File: src/rtl/apb_pkg.sv
// Shared definitions for the APB requester: FSM state encoding, register map
// constants for the peripheral block and the default bus geometry.
package apb_pkg;

   localparam int APB_ADDR_W  = 13;
   localparam int APB_DATA_W  = 32;
   localparam int APB_TIMEOUT = 16;

   localparam logic [APB_ADDR_W-1:0] TX_DATA = 13'h000;
   localparam logic [APB_ADDR_W-1:0] RX_DATA = 13'h004;
   localparam logic [APB_ADDR_W-1:0] CFG     = 13'h008;
   localparam logic [APB_ADDR_W-1:0] CTRL    = 13'h00C;
   localparam logic [APB_ADDR_W-1:0] STT     = 13'h010;

   typedef enum logic [1:0] {
      IDLE   = 2'd0,
      SETUP  = 2'd1,
      ACCESS = 2'd2,
      RESP   = 2'd3
   } apb_state_e;

   // Word accesses only: any set bit in the byte offset makes the address unusable.
   function automatic logic addr_misaligned(input logic [1:0] byte_offset);
      return byte_offset != 2'b00;
   endfunction

endpackage

File: src/rtl/apb_master_if.sv
// Bundles the command, response and APB wires of the requester so they travel
// as one port. The master modport is the requester's view; the slave modport
// is the view of whoever sits around it (command source, completer, bench).
interface apb_master_if
   import apb_pkg::*;
#(
   parameter int ADDR_W = APB_ADDR_W,
   parameter int DATA_W = APB_DATA_W
) ();

   logic                  cmd_valid;
   logic                  cmd_ready;
   logic                  cmd_write;
   logic [ADDR_W-1:0]     cmd_addr;
   logic [DATA_W-1:0]     cmd_wdata;
   logic [DATA_W/8-1:0]   cmd_strb;

   logic                  rsp_valid;
   logic                  rsp_ready;
   logic [DATA_W-1:0]     rsp_rdata;
   logic                  rsp_err;
   logic                  rsp_timeout;

   logic                  psel;
   logic                  penable;
   logic                  pwrite;
   logic [ADDR_W-1:0]     paddr;
   logic [DATA_W-1:0]     pwdata;
   logic [DATA_W/8-1:0]   pstrb;
   logic                  pready;
   logic [DATA_W-1:0]     prdata;
   logic                  pslverr;

   modport master (
      input  cmd_valid, cmd_write, cmd_addr, cmd_wdata, cmd_strb,
      output cmd_ready,
      output rsp_valid, rsp_rdata, rsp_err, rsp_timeout,
      input  rsp_ready,
      output psel, penable, pwrite, paddr, pwdata, pstrb,
      input  pready, prdata, pslverr
   );

   modport slave (
      output cmd_valid, cmd_write, cmd_addr, cmd_wdata, cmd_strb,
      input  cmd_ready,
      input  rsp_valid, rsp_rdata, rsp_err, rsp_timeout,
      output rsp_ready,
      input  psel, penable, pwrite, paddr, pwdata, pstrb,
      output pready, prdata, pslverr
   );

endinterface

File: src/rtl/apb_master_timer.sv
// Counts the ACCESS cycles of the current transfer and flags the cycle in
// which the limit is reached. A limit of 0 means wait forever.
module apb_master_timer
   import apb_pkg::*;
#(
   parameter int TIMEOUT = APB_TIMEOUT
) (
   input  logic clk,
   input  logic rst,
   input  logic clear,
   input  logic enable,
   output logic expired
);

   // count_q holds (ACCESS cycle number - 1), so it only has to reach TIMEOUT-1.
   localparam int               CNT_W = (TIMEOUT > 1) ? $clog2(TIMEOUT) : 1;
   localparam logic [CNT_W-1:0] LAST  = CNT_W'((TIMEOUT > 0) ? TIMEOUT - 1 : 0);

   logic [CNT_W-1:0] count_q;
   logic [CNT_W-1:0] count_d;
   logic             at_last;

   // Next count: clear wins, otherwise advance while enabled and saturate at the limit.
   always_comb begin
      at_last = (count_q == LAST);
      count_d = count_q;
      if (clear) begin
         count_d = '0;
      end else if (enable && !at_last) begin
         count_d = count_q + 1'b1;
      end
   end

   assign expired = (TIMEOUT != 0) && enable && !clear && at_last;

   // Counter register; reset drops any partial count of an aborted transfer.
   always_ff @(posedge clk or posedge rst) begin
      if (rst) begin
         count_q <= '0;
      end else begin
         count_q <= count_d;
      end
   end

endmodule

File: src/rtl/apb_master.sv
// APB requester: accepts one command at a time, runs the SETUP/ACCESS bus
// phases, and returns read data, slave error or timeout on the response
// channel. All outputs are registered and forced low by reset.
module apb_master
   import apb_pkg::*;
#(
   parameter int ADDR_W  = APB_ADDR_W,
   parameter int DATA_W  = APB_DATA_W,
   parameter int TIMEOUT = APB_TIMEOUT
) (
   input  logic           pclk,
   input  logic           preset,
   apb_master_if.master   bus
);

   localparam int STRB_W = DATA_W / 8;

   apb_state_e          state_q;
   apb_state_e          state_d;

   logic                cmd_ready_q;
   logic                cmd_ready_d;
   logic                psel_q;
   logic                psel_d;
   logic                penable_q;
   logic                penable_d;
   logic                pwrite_q;
   logic                pwrite_d;
   logic [ADDR_W-1:0]   paddr_q;
   logic [ADDR_W-1:0]   paddr_d;
   logic [DATA_W-1:0]   pwdata_q;
   logic [DATA_W-1:0]   pwdata_d;
   logic [STRB_W-1:0]   pstrb_q;
   logic [STRB_W-1:0]   pstrb_d;
   logic                rsp_valid_q;
   logic                rsp_valid_d;
   logic [DATA_W-1:0]   rsp_rdata_q;
   logic [DATA_W-1:0]   rsp_rdata_d;
   logic                rsp_err_q;
   logic                rsp_err_d;
   logic                rsp_timeout_q;
   logic                rsp_timeout_d;

   logic                timer_clear;
   logic                timer_enable;
   logic                timer_expired;

   // The timer only runs during ACCESS and restarts from zero on every new transfer.
   assign timer_enable = (state_q == ACCESS);
   assign timer_clear  = (state_q != ACCESS);

   apb_master_timer #(
      .TIMEOUT (TIMEOUT)
   ) u_timer (
      .clk     (pclk),
      .rst     (preset),
      .clear   (timer_clear),
      .enable  (timer_enable),
      .expired (timer_expired)
   );

   // Next state and next output values; outputs are decoded from the next state so they are registered.
   always_comb begin
      state_d       = state_q;
      pwrite_d      = pwrite_q;
      paddr_d       = paddr_q;
      pwdata_d      = pwdata_q;
      pstrb_d       = pstrb_q;
      rsp_rdata_d   = rsp_rdata_q;
      rsp_err_d     = rsp_err_q;
      rsp_timeout_d = rsp_timeout_q;

      case (state_q)
         IDLE: begin
            if (bus.cmd_valid && cmd_ready_q) begin
               if (addr_misaligned(bus.cmd_addr[1:0])) begin
                  // Bad address never reaches the bus; the bus fields keep their old values.
                  state_d       = RESP;
                  rsp_rdata_d   = '0;
                  rsp_err_d     = 1'b1;
                  rsp_timeout_d = 1'b0;
               end else begin
                  state_d  = SETUP;
                  pwrite_d = bus.cmd_write;
                  paddr_d  = bus.cmd_addr;
                  pwdata_d = bus.cmd_write ? bus.cmd_wdata : '0;
                  pstrb_d  = bus.cmd_write ? bus.cmd_strb  : '0;
               end
            end
         end

         SETUP: begin
            state_d = ACCESS;
         end

         ACCESS: begin
            if (bus.pready) begin
               state_d       = RESP;
               rsp_rdata_d   = pwrite_q ? '0 : bus.prdata;
               rsp_err_d     = bus.pslverr;
               rsp_timeout_d = 1'b0;
            end else if (timer_expired) begin
               state_d       = RESP;
               rsp_rdata_d   = '0;
               rsp_err_d     = 1'b1;
               rsp_timeout_d = 1'b1;
            end
         end

         RESP: begin
            if (bus.rsp_ready) begin
               state_d = IDLE;
            end
         end

         default: begin
            state_d = IDLE;
         end
      endcase

      cmd_ready_d = (state_d == IDLE);
      psel_d      = (state_d == SETUP) || (state_d == ACCESS);
      penable_d   = (state_d == ACCESS);
      rsp_valid_d = (state_d == RESP);
   end

   // State and output registers; reset clears everything, dropping psel/penable without waiting for a clock.
   always_ff @(posedge pclk or posedge preset) begin
      if (preset) begin
         state_q       <= IDLE;
         cmd_ready_q   <= 1'b0;
         psel_q        <= 1'b0;
         penable_q     <= 1'b0;
         pwrite_q      <= 1'b0;
         paddr_q       <= '0;
         pwdata_q      <= '0;
         pstrb_q       <= '0;
         rsp_valid_q   <= 1'b0;
         rsp_rdata_q   <= '0;
         rsp_err_q     <= 1'b0;
         rsp_timeout_q <= 1'b0;
      end else begin
         state_q       <= state_d;
         cmd_ready_q   <= cmd_ready_d;
         psel_q        <= psel_d;
         penable_q     <= penable_d;
         pwrite_q      <= pwrite_d;
         paddr_q       <= paddr_d;
         pwdata_q      <= pwdata_d;
         pstrb_q       <= pstrb_d;
         rsp_valid_q   <= rsp_valid_d;
         rsp_rdata_q   <= rsp_rdata_d;
         rsp_err_q     <= rsp_err_d;
         rsp_timeout_q <= rsp_timeout_d;
      end
   end

   assign bus.cmd_ready   = cmd_ready_q;
   assign bus.psel        = psel_q;
   assign bus.penable     = penable_q;
   assign bus.pwrite      = pwrite_q;
   assign bus.paddr       = paddr_q;
   assign bus.pwdata      = pwdata_q;
   assign bus.pstrb       = pstrb_q;
   assign bus.rsp_valid   = rsp_valid_q;
   assign bus.rsp_rdata   = rsp_rdata_q;
   assign bus.rsp_err     = rsp_err_q;
   assign bus.rsp_timeout = rsp_timeout_q;

endmodule
File: src/flat_wrapper.sv
// flat-port wrapper written by rule: the top's interface ports become plain ports
module apb_master_flat import apb_pkg::*;
#(
   parameter int ADDR_W  = APB_ADDR_W,
   parameter int DATA_W  = APB_DATA_W,
   parameter int TIMEOUT = APB_TIMEOUT
)
  (pclk, preset, bus_cmd_valid, bus_cmd_write, bus_cmd_addr, bus_cmd_wdata, bus_cmd_strb, bus_cmd_ready, bus_rsp_valid, bus_rsp_rdata, bus_rsp_err, bus_rsp_timeout, bus_rsp_ready, bus_psel, bus_penable, bus_pwrite, bus_paddr, bus_pwdata, bus_pstrb, bus_pready, bus_prdata, bus_pslverr);
  apb_master_if #(.ADDR_W(ADDR_W), .DATA_W(DATA_W)) bus_i ();
  input  logic pclk;
  input  logic preset;
  input wire logic [$bits(bus_i.cmd_valid)-1:0] bus_cmd_valid;
  input wire logic [$bits(bus_i.cmd_write)-1:0] bus_cmd_write;
  input wire logic [$bits(bus_i.cmd_addr)-1:0] bus_cmd_addr;
  input wire logic [$bits(bus_i.cmd_wdata)-1:0] bus_cmd_wdata;
  input wire logic [$bits(bus_i.cmd_strb)-1:0] bus_cmd_strb;
  output wire logic [$bits(bus_i.cmd_ready)-1:0] bus_cmd_ready;
  output wire logic [$bits(bus_i.rsp_valid)-1:0] bus_rsp_valid;
  output wire logic [$bits(bus_i.rsp_rdata)-1:0] bus_rsp_rdata;
  output wire logic [$bits(bus_i.rsp_err)-1:0] bus_rsp_err;
  output wire logic [$bits(bus_i.rsp_timeout)-1:0] bus_rsp_timeout;
  input wire logic [$bits(bus_i.rsp_ready)-1:0] bus_rsp_ready;
  output wire logic [$bits(bus_i.psel)-1:0] bus_psel;
  output wire logic [$bits(bus_i.penable)-1:0] bus_penable;
  output wire logic [$bits(bus_i.pwrite)-1:0] bus_pwrite;
  output wire logic [$bits(bus_i.paddr)-1:0] bus_paddr;
  output wire logic [$bits(bus_i.pwdata)-1:0] bus_pwdata;
  output wire logic [$bits(bus_i.pstrb)-1:0] bus_pstrb;
  input wire logic [$bits(bus_i.pready)-1:0] bus_pready;
  input wire logic [$bits(bus_i.prdata)-1:0] bus_prdata;
  input wire logic [$bits(bus_i.pslverr)-1:0] bus_pslverr;
  assign bus_i.cmd_valid = bus_cmd_valid;
  assign bus_i.cmd_write = bus_cmd_write;
  assign bus_i.cmd_addr = bus_cmd_addr;
  assign bus_i.cmd_wdata = bus_cmd_wdata;
  assign bus_i.cmd_strb = bus_cmd_strb;
  assign bus_cmd_ready = bus_i.cmd_ready;
  assign bus_rsp_valid = bus_i.rsp_valid;
  assign bus_rsp_rdata = bus_i.rsp_rdata;
  assign bus_rsp_err = bus_i.rsp_err;
  assign bus_rsp_timeout = bus_i.rsp_timeout;
  assign bus_i.rsp_ready = bus_rsp_ready;
  assign bus_psel = bus_i.psel;
  assign bus_penable = bus_i.penable;
  assign bus_pwrite = bus_i.pwrite;
  assign bus_paddr = bus_i.paddr;
  assign bus_pwdata = bus_i.pwdata;
  assign bus_pstrb = bus_i.pstrb;
  assign bus_i.pready = bus_pready;
  assign bus_i.prdata = bus_prdata;
  assign bus_i.pslverr = bus_pslverr;
  apb_master #(.ADDR_W(ADDR_W), .DATA_W(DATA_W), .TIMEOUT(TIMEOUT)) u_core (.pclk(pclk), .preset(preset), .bus(bus_i));
endmodule
File: config.mk
export PLATFORM = sky130hd
export DESIGN_NAME = apb_master_flat
export DESIGN_NICKNAME = d
export VERILOG_FILES = /design/src/rtl/apb_pkg.sv /design/src/rtl/apb_master_if.sv /design/src/rtl/apb_master_timer.sv /design/src/rtl/apb_master.sv /design/src/flat_wrapper.sv
export SDC_FILE = /design/constraint.sdc
export NUM_CORES = 1
export LEC_CHECK = 0
export BUFFER_PORTS_ARGS = -buffer_cell sky130_fd_sc_hd__buf_4
export CORE_MARGIN = 5
export CORE_UTILIZATION = 50
export CTS_CLUSTER_DIAMETER = 200
export DETAILED_ROUTE_END_ITERATION = 7
export MAX_ROUTING_LAYER = met4
export PLACE_DENSITY = 0.85
export SYNTH_ARGS = -nofsm -noshare
export SYNTH_HDL_FRONTEND = slang
export SYNTH_SLANG_ARGS = --single-unit
File: constraint.sdc
create_clock -name pclk -period 8 [get_ports pclk]
set_input_delay 1.2 -clock pclk [delete_from_list [all_inputs] [get_ports pclk]]
set_output_delay 1.2 -clock pclk [all_outputs]
set_load 0.02 [all_outputs]
# ---- Yosys cells after proc, flatten, opt, wreduce, memory -nomap -nowiden
# Cells that the tools add are included.
dict set report word_totals {
  ff_bits 94
  output_inout_bits 88
  word_cells 65
}
dict set report classes {
  add_sub_neg 1
  eq_ne 11
  n_mux 25
  n_bitwise 1
  n_reduce_logical 14
}
# operator count
set op_table {}
lappend op_table {{$mux 32} 6}
lappend op_table {{$pmux 32 s2} 1}
lappend op_table {{$mux 4} 3}
lappend op_table {{$mux 2} 5}
lappend op_table {{$eq 2x2->1 const B} 4}
lappend op_table {{$pmux 2 s4} 1}
lappend op_table {{$mux 1} 7}
lappend op_table {{$reduce_bool 2->1} 3}
lappend op_table {{$add 4x1->4 const B} 1}
lappend op_table {{$eq 2x1->1 const B} 2}
lappend op_table {{$eq 4x4->1 const B} 1}
lappend op_table {{$logic_and 1x1->1} 4}
lappend op_table {{$logic_not 2->1} 2}
lappend op_table {{$ne 2x1->1 const B} 2}
lappend op_table {{$pmux 1 s2} 2}
lappend op_table {{$reduce_and 4->1} 1}
lappend op_table {{$ne 3x2->1 const B} 1}
lappend op_table {{$reduce_and 3->1} 1}
lappend op_table {{$logic_not 1->1} 2}
lappend op_table {{$ne 2x2->1 const B} 1}
lappend op_table {{$logic_or 1x1->1} 1}
lappend op_table {{$not 1->1} 1}

# ---- Depth between registers and ports, before layout
# Gate-level depths: netlist (run 1).
dict set report logic_depth {
  word_depth 9
  mapped_depth 5
  depth_no_buf 5
}

# ---- Hierarchy
# Synthesis (run 1) repeated with hierarchy kept, for this count alone.
dict set report hier_totals {
  hier_cells 318
  area_unflattened_um2 3903.7
}
# module n_inst cells_per_inst area_per_inst_um2
set by_module_without_submodules {}
lappend by_module_without_submodules {apb_master 1 294 3676.0}
lappend by_module_without_submodules {apb_master_timer 1 24 227.7}

# ---- Worst setup path before layout (run 1)
# No wires, ideal clock.
dict set report synth_timing {
  path_kind {input to register}
  startpoint {in bus_cmd_addr[0]}
  endpoint {reg u_core.paddr_q[10] (netlist: u_core.bus.paddr[10])}
  setup_ns 0.125
  t_arrival_ns 2.220
  required_time_ns 7.875
  path_slack_ns 5.655
  path_stages 5
  path_buffers 2
  path_cell_list {or2_2 -> nand2b_1 -> buf_6 -> buf_6 -> mux2_4}
}
dict set report synth_via {
  elab_chain_cells 3
}
# item line_no
set synth_lines {}
lappend synth_lines {{start, declared} flat_wrapper.sv:14} ;# input wire logic [$bits(bus_i.cmd_addr)-1:0] bus_cmd_addr;
lappend synth_lines {{$reduce_bool 2->1} apb_pkg.sv:24} ;# return byte_offset != 2'b00;
lappend synth_lines {{$not 1->1 (no line)} n/a}
lappend synth_lines {{$reduce_and 3->1 (no line)} n/a}
lappend synth_lines {{end signal, assigned} apb_master.sv:148} ;# paddr_q <= paddr_d;
lappend synth_lines {{end, declared} apb_master.sv:29} ;# logic [ADDR_W-1:0] paddr_q;
# Every way passes these cells.
# A chain may end at the register's enable or synchronous reset.

# ---- Worst setup path after layout (run 1)
# Same ends and word-level chain as after synthesis.

==> results of run 1 <==
cell usage in the layout (no fill, tap or decap), drive strengths merged, types with 2 or more instances in the layout:
master,instances
a22o,33
a22oi,2
and2,4
buf,177
clkbuf,9
clkinv,4
dfrtp,94
ha,4
inv,42
mux2,12
mux2i,37
nand2,37
nand2b,2
nand3,3
nor2,5
nor2b,2
nor3,2
or3,2
cells in the mapped netlist (all sizes together) (2+ instances only):
cell type / count
inv: 39
nand2b: 2
or3: 2
clkbuf: 6
nor3: 2
mux2: 12
mux2i: 37
buf: 10
nand2: 37
a22o: 33
dfrtp: 94
nor2: 5
a22oi: 2
nand3: 3
nor2b: 2
and2: 4
ha: 4
per-layer routing:
layer	share of wire [%]	vias up	routed length, µm
met5	0	-	0
met4	1.3	0	118
met3	5.2	11	482
met2	51	89	4790
met1	42	1367	3950
li1	-	1365	-
critical path: stages:
cell and delay (ps):
buf_4 110, or2_2 330, nand2b_4 550, mux2_4 490
per-stage QoR:
stage / worst slack [ps] / instances / util (%)
after floorplan: 4350 / 304 / -
after global placement: 5190 / 567 / 68.3
after detailed placement: 5170 / 567 / 68.3
after CTS: 5550 / 583 / 70.8
after global routing: 5490 / 583 / 70.8
final: 5510 / 583 / 70.8
power breakdown:
part / leakage, nW / internal (mW) / switching, mW
clock network: 0.0982 / 0.121 / 0.180
logic: 2.00 / 0.380 / 0.425
registers: 1.08 / 0.646 / 0.104
state kept, by name, summed over array words and instances (netlist names):
signal	flops
u_core.u_timer.count_q	4
u_core.bus.pstrb	4
u_core.bus.psel	1
u_core.bus.penable	1
u_core.bus.rsp_timeout	1
u_core.state_q	2
u_core.bus.rsp_valid	1
u_core.bus.pwdata	32
u_core.bus.pwrite	1
u_core.bus.paddr	13
u_core.bus.cmd_ready	1
u_core.bus.rsp_rdata	32
u_core.bus.rsp_err	1
final timing paths:
kind                                                    endpoint  cells past startpoint
max                             u_core.bus.paddr[10]$_DFFE_PP0P_                      4
max reg2reg                 u_core.bus.rsp_rdata[24]$_DFFE_PP0P_                      3
max in group asynchronous  u_core.u_timer.count_q[3]$_DFFE_PP0P_                      3
min                         u_core.bus.rsp_rdata[18]$_DFFE_PP0P_                      1
min reg2reg                 u_core.bus.rsp_rdata[18]$_DFFE_PP0P_                      1
min in group asynchronous        u_core.bus.paddr[2]$_DFFE_PP0P_                      3
layout make-up:
class / instances / area, µm² / share of cell area (%)
Clock buffer: 9 / 124 / 2.30
Clock inverter: 7 / 66.3 / 1.23
Multi-Input combinational cell: 155 / 1240 / 23.1
Sequential cell: 94 / 2350 / 43.6
Tap cell: 102 / 128 / 2.37
Inverter: 39 / 148 / 2.74
Timing Repair Buffer: 177 / 1330 / 24.7
kinds of logic (layout without fill, tap and decap cells):
logic type               after synthesis  count (layout)  synth area share [%]
multiplexers                          49              49                  14.4
buffers and inverters                 55             232                  6.40
AO/OA/AOI/OAI                         41              41                  9.18
adder cells (fa/ha/maj)                4               4                  1.31
AND/OR/NAND/NOR                       60              60                  7.09
flip-flops                            94              94                  61.4
XOR/XNOR                               1               1                 0.229
==> impl_metrics.env, run 1 <==
export IMPL_status="complete, no violations"
export IMPL_ys_async_sr_fraction_pct=100
export IMPL_period_share_pct=31.1
export IMPL_required_ps=8240
export IMPL_grt_pass1_vias=2924
export IMPL_hp_start="u_core.bus.rsp_rdata[18]$_DFFE_PP0P_"
export IMPL_wire_per_inst_um=16.0
export IMPL_place_congestion=0.859
export IMPL_ys_seq_elements=94
export IMPL_synth_distinct_cells=30
export IMPL_cts_root_buf="clkbuf_8"
export IMPL_cts_htree_levels=3
export IMPL_gr_usage_met2_pct=33.5
export IMPL_clkSlewWorstSetupHoldPaths_ps=90
export IMPL_fin_setup_tns_ps=0
export IMPL_syn_to_final_growth_pct=40.7
export IMPL_fp_dieArea_mm2=0.00951
export IMPL_maxSlewHeadroom_pct=17.1
export IMPL_startpoint="bus_cmd_addr[0]"
export IMPL_leakagePower_nw=3.18
export IMPL_start_util_pct=50.3
export IMPL_stdcell_area_mm2=0.00539
export IMPL_ctsHoldBuffers=0
export IMPL_numPortBuffers=175
export IMPL_crit_path_start_kind="input port"
export IMPL_final_setup_skew_ps=11.8
export IMPL_crit_path_end_kind="flip-flop"
export IMPL_fmaxAchievable_ghz=0.402
export IMPL_dpl_hpwl_um=6820
export IMPL_die_w_um=97.5
export IMPL_fillers=554
export IMPL_use_met1_pct=24.4
export IMPL_worstSkewPairLatency_ps=360
export IMPL_synth_fp_nets=396
export IMPL_ys_warn_count=0
export IMPL_die_h_um=97.5
export IMPL_grt_ovfl_total=0
export IMPL_detail_route_antenna_nets=0
export IMPL_worstSetupPathType="in -> reg"
export IMPL_met3_usage_pct=3.73
export IMPL_tightestPinTransition_ps=1240
export IMPL_grt_max_degree=95
export IMPL_busiest_layer="met2"
export IMPL_post_cts_resize_count=0
export IMPL_fin_hold_ws_ps=506
export IMPL_timing_max_cap_violations=0
export IMPL_grtUsageTotal_pct=19.9
export IMPL_syn_inst=304
export IMPL_drcViolationCount=0
export IMPL_cts_tree="yes"
export IMPL_placed_area_mm2=0.00520
export IMPL_synth_edf_count=0
export IMPL_clockBufferDepth=2
export IMPL_crit_arrival_ps=2730
export IMPL_n_antenna_cell=0
export IMPL_worstPathMaxFanout=50
export IMPL_cts_sinks=94
export IMPL_ir_drop_mv=0.171
export IMPL_postCtsSetupRepairBufs=0
export IMPL_dr_pass1_iters=4
export IMPL_io_pins=176
export IMPL_synthTopCellsByArea="dfrtp_1 (61%), mux2i_1 (9.7%), a22o_1 (7.5%)"
export IMPL_syn_cell_area_mm2=0.00383
export IMPL_drv_slew=0
export IMPL_grt_pass1_wl_um=14800
export IMPL_row_count=32
export IMPL_final_nets=568
export IMPL_setup_viol=0
export IMPL_yosys_area_top_type_share_pct=61.4
export IMPL_via_count=2832
export IMPL_syn_area_per_cell_um2=12.6
export IMPL_first_iter_violations=77
export IMPL_core_mm2=0.00761
export IMPL_grt_setup_unrepaired="false"
export IMPL_hold_viol_final=0
export IMPL_p_per_area_mw_per_mm2=345
export IMPL_via_per_inst=4.86
export IMPL_layout_drive_gt1_share_pct=44.1
export IMPL_r2r_slack_ps=5950
export IMPL_synth_top_area_cell="dfrtp_1"
export IMPL_antenna_found_initial=0
export IMPL_period_minus_slack_ps=2490
export IMPL_totalPowerFinal_mw=1.86
export IMPL_cts_buffers=9
export IMPL_routed_wl_um=9340
export IMPL_yosysSeqAreaShare_pct=61.4
export IMPL_r2r_start="u_core.state_q[0]$_DFF_PP0_"
export IMPL_ys_flop_type="dfrtp_1"
export IMPL_worstHoldPathType="reg -> reg"
(Power assumes the default switching activity.)
==> inputs of run 2 (changes only) <==
--- a/config.mk
+++ b/config.mk
@@ -5,13 +5,14 @@
 export SDC_FILE = /design/constraint.sdc
 export NUM_CORES = 1
 export LEC_CHECK = 0
+export ABC_AREA = 1
 export BUFFER_PORTS_ARGS = -buffer_cell sky130_fd_sc_hd__buf_4
 export CORE_MARGIN = 5
-export CORE_UTILIZATION = 50
+export CORE_UTILIZATION = 43
 export CTS_CLUSTER_DIAMETER = 200
 export DETAILED_ROUTE_END_ITERATION = 7
 export MAX_ROUTING_LAYER = met4
-export PLACE_DENSITY = 0.85
+export PLACE_DENSITY = 0.77
 export SYNTH_ARGS = -nofsm -noshare
 export SYNTH_HDL_FRONTEND = slang
 export SYNTH_SLANG_ARGS = --single-unit
==> constraint.sdc (replaced) <==
create_clock -name pclk -period 2.1 [get_ports pclk]
set_input_delay 0.315 -clock pclk [delete_from_list [all_inputs] [get_ports pclk]]
set_output_delay 0.315 -clock pclk [all_outputs]
set_load 0.02 [all_outputs]
==> run 2 against run 1 <==
Effect of this change: non-clock buffer count up 1; sequential power rose to 3.9 times the previous value; clock power rose to 4.4 times the previous value; wire length is 9.7% higher; synthesized area increased by 4.4%; via count is 19% higher; die area is 19% higher; final cell count grew 21%; critical path type is now reg -> reg; highest routed layer unchanged.
==> impl_metrics.env, run 2 <==
export IMPL_syn_cell_area_mm2=0.00400
export IMPL_netlist_top_cells_count="nand2_1 (169), dfrtp_1 (94), nand3_1 (63)"
export IMPL_worstSkewPairLatency_ps=360
export IMPL_crit_path_end_kind="flip-flop"
export IMPL_ys_flop_type="dfrtp_1"
export IMPL_utilization_pct=60.3
export IMPL_numPortBuffers=175
export IMPL_grt_setup_unrepaired="false"
export IMPL_synth_fp_nets=513
export IMPL_crit_slowest_cell="nand3_2"
export IMPL_ff_latch_area_mm2=0.00235
export IMPL_start_util_pct=43.7
export IMPL_synth_most_common_cell="nand2_1"
export IMPL_cts_htree_levels=3
export IMPL_setup_viol=0
export IMPL_antenna_found_initial=0
export IMPL_via_per_inst=4.81
export IMPL_drcViolationCount=0
export IMPL_path_cells="nor2_4 > nand3_2 > nand3_1 > nand2_1"
export IMPL_place_congestion=0.762
export IMPL_timing_max_cap_violations=0
export IMPL_clockBufferDepth=2
export IMPL_period_share_pct=82.7
export IMPL_ys_seq_elements=94
export IMPL_dr_pass1_iters=4
export IMPL_first_iter_violations=144
export IMPL_cts_buffers=9
export IMPL_syn_area_per_cell_um2=9.50
export IMPL_r2r_slack_ps=360
export IMPL_yosys_area_top_type_share_pct=58.8
export IMPL_worstHoldPathType="in -> async"
export IMPL_ys_async_sr_fraction_pct=100
export IMPL_die_h_um=106
export IMPL_syn_inst=421
export IMPL_clkSlewWorstSetupHoldPaths_ps=100
export IMPL_period_minus_slack_ps=1740
export IMPL_postCtsSetupRepairBufs=0
export IMPL_dpl_hpwl_um=7220
export IMPL_row_count=35
export IMPL_cts_root_buf="clkbuf_8"
export IMPL_core_mm2=0.00915
export IMPL_synthTopCellsByArea="dfrtp_1 (59%), nand2_1 (16%), nand3_1 (7.9%)"
export IMPL_drv_slew=0
export IMPL_grtUsageTotal_pct=18.5
export IMPL_reg2regPathDepth=4
export IMPL_required_ps=2330
export IMPL_hold_viol_final=0
export IMPL_met3_length_um=815
export IMPL_leakagePower_nw=3.18
export IMPL_grt_ovfl_total=0
export IMPL_layout_drive_gt1_share_pct=39.5
export IMPL_wl_met2_um=4770
export IMPL_ir_drop_mv=0.691
export IMPL_multi_input_area_mm2=0.00139
export IMPL_r2r_start="u_core.state_q[0]$_DFF_PP0_"
export IMPL_ctsHoldBuffers=0
export IMPL_post_cts_resize_count=0
export IMPL_cts_tree="yes"
export IMPL_routed_top_layer="met4"
export IMPL_tightestPinTransition_ps=787
export IMPL_p_per_area_mw_per_mm2=1340
export IMPL_n_antenna_cell=0
export IMPL_die_w_um=106
export IMPL_worstSetupPathType="reg -> reg"
export IMPL_status="complete, no violations"
export IMPL_grt_pass1_vias=3427
export IMPL_synth_top_area_cell="dfrtp_1"
export IMPL_yosysSeqAreaShare_pct=58.8
export IMPL_crit_arrival_ps=1970
export IMPL_io_pins=176
export IMPL_synth_edf_count=0
export IMPL_fmaxAchievable_ghz=0.576
export IMPL_syn_to_final_growth_pct=38.2
export IMPL_synth_distinct_cells=23
export IMPL_via_count=3381
export IMPL_fp_dieArea_mm2=0.0113
export IMPL_worstPathMaxFanout=35
export IMPL_final_setup_skew_ps=14.5
export IMPL_r2r_end="u_core.bus.rsp_rdata[16]$_DFFE_PP0P_"
export IMPL_fin_hold_ws_ps=94.2
export IMPL_final_nets=679
export IMPL_routed_wl_um=10300
export IMPL_detail_route_antenna_nets=0
export IMPL_wire_per_inst_um=14.6
export IMPL_maxSlewHeadroom_pct=47.5
export IMPL_grt_max_degree=95
export IMPL_max_stage_delay_ps=570
export IMPL_ys_warn_count=0
export IMPL_mostFrequentLayoutCells="buf_4 (177), nand2_1 (169), dfrtp_1 (94)"
export IMPL_grt_pass1_wl_um=16500
export IMPL_fin_setup_tns_ps=0
export IMPL_layout_commonest_cell="buf_4"
export IMPL_cts_sinks=94
export IMPL_wl_met1_um=4530
export IMPL_crit_path_start_kind="flip-flop"
export IMPL_fillers=774
run 2: worst max-delay path, delay by kind of cell (launching register included):
| family | cells | cell delay (ps) |
|---|---|---|
| flip-flops | 1 | 470 |
| AND/OR/NAND/NOR | 4 | 1150 |
run 2: per-stage QoR:
step	area (µm²)	power (mW)	cells	worst slack [ps]
detailed placement	5300	6.14	687	333
global placement	5300	6.04	687	412
floorplan	4000	4.71	421	526
finish	5520	7.39	703	363
CTS	5520	7.48	703	353
global route	5520	7.87	703	171
run 2: metal layers:
layer | vias up | GRT usage (%)
li1 | 1653 | -
met1 | 1576 | 24.7
met2 | 139 | 28.3
met3 | 13 | 4.37
met4 | 0 | 5.94
met5 | - | -
run 2: report_power, final:
part	switching, mW	leakage, nW	total, mW	internal [mW]
Sequential	0.440	1.23	2.92	2.48
Clock	0.644	0.107	1.32	0.680
Combinational	1.86	1.83	3.15	1.29
Total	2.94	3.18	7.39	4.45
run 2: area by class of cell:
class / count / area share [%]
clock buffers: 10 / 2.31
well taps: 111 / 2.51
flip-flops and latches: 94 / 42.6
multi-input cells: 287 / 25.2
clock inverters: 6 / 1.70
inverters: 17 / 1.22
repair buffers: 178 / 24.4
run 2: logic make-up after synthesis:
kind of cell | after synthesis | share of synthesized area (%)
fa+ha+maj | 4 | 1.25
buf+inv | 40 | 6.29
simple gates | 275 | 32.5
flops | 94 | 58.8
compound gates | 8 | 1.10
run 2: how the worst max path moves through the flow:
stage | start | to | slack [ps]
CTS | u_core.state_q[0]$_DFF_PP0_ | u_core.bus.rsp_rdata[16]$_DFFE_PP0P_ | 350
floorplan | u_core.u_timer.count_q[0]$_DFFE_PP0P_ | u_core.bus.psel$_DFF_PP0_ | 530
finish | u_core.state_q[0]$_DFF_PP0_ | u_core.bus.rsp_rdata[16]$_DFFE_PP0P_ | 360
global placement | bus_cmd_valid | u_core.bus.rsp_rdata[17]$_DFFE_PP0P_ | 410
global route | u_core.bus.cmd_ready$_DFF_PP0_ | u_core.bus.rsp_rdata[15]$_DFFE_PP0P_ | 170
detailed placement | bus_cmd_valid | u_core.bus.rsp_rdata[16]$_DFFE_PP0P_ | 330
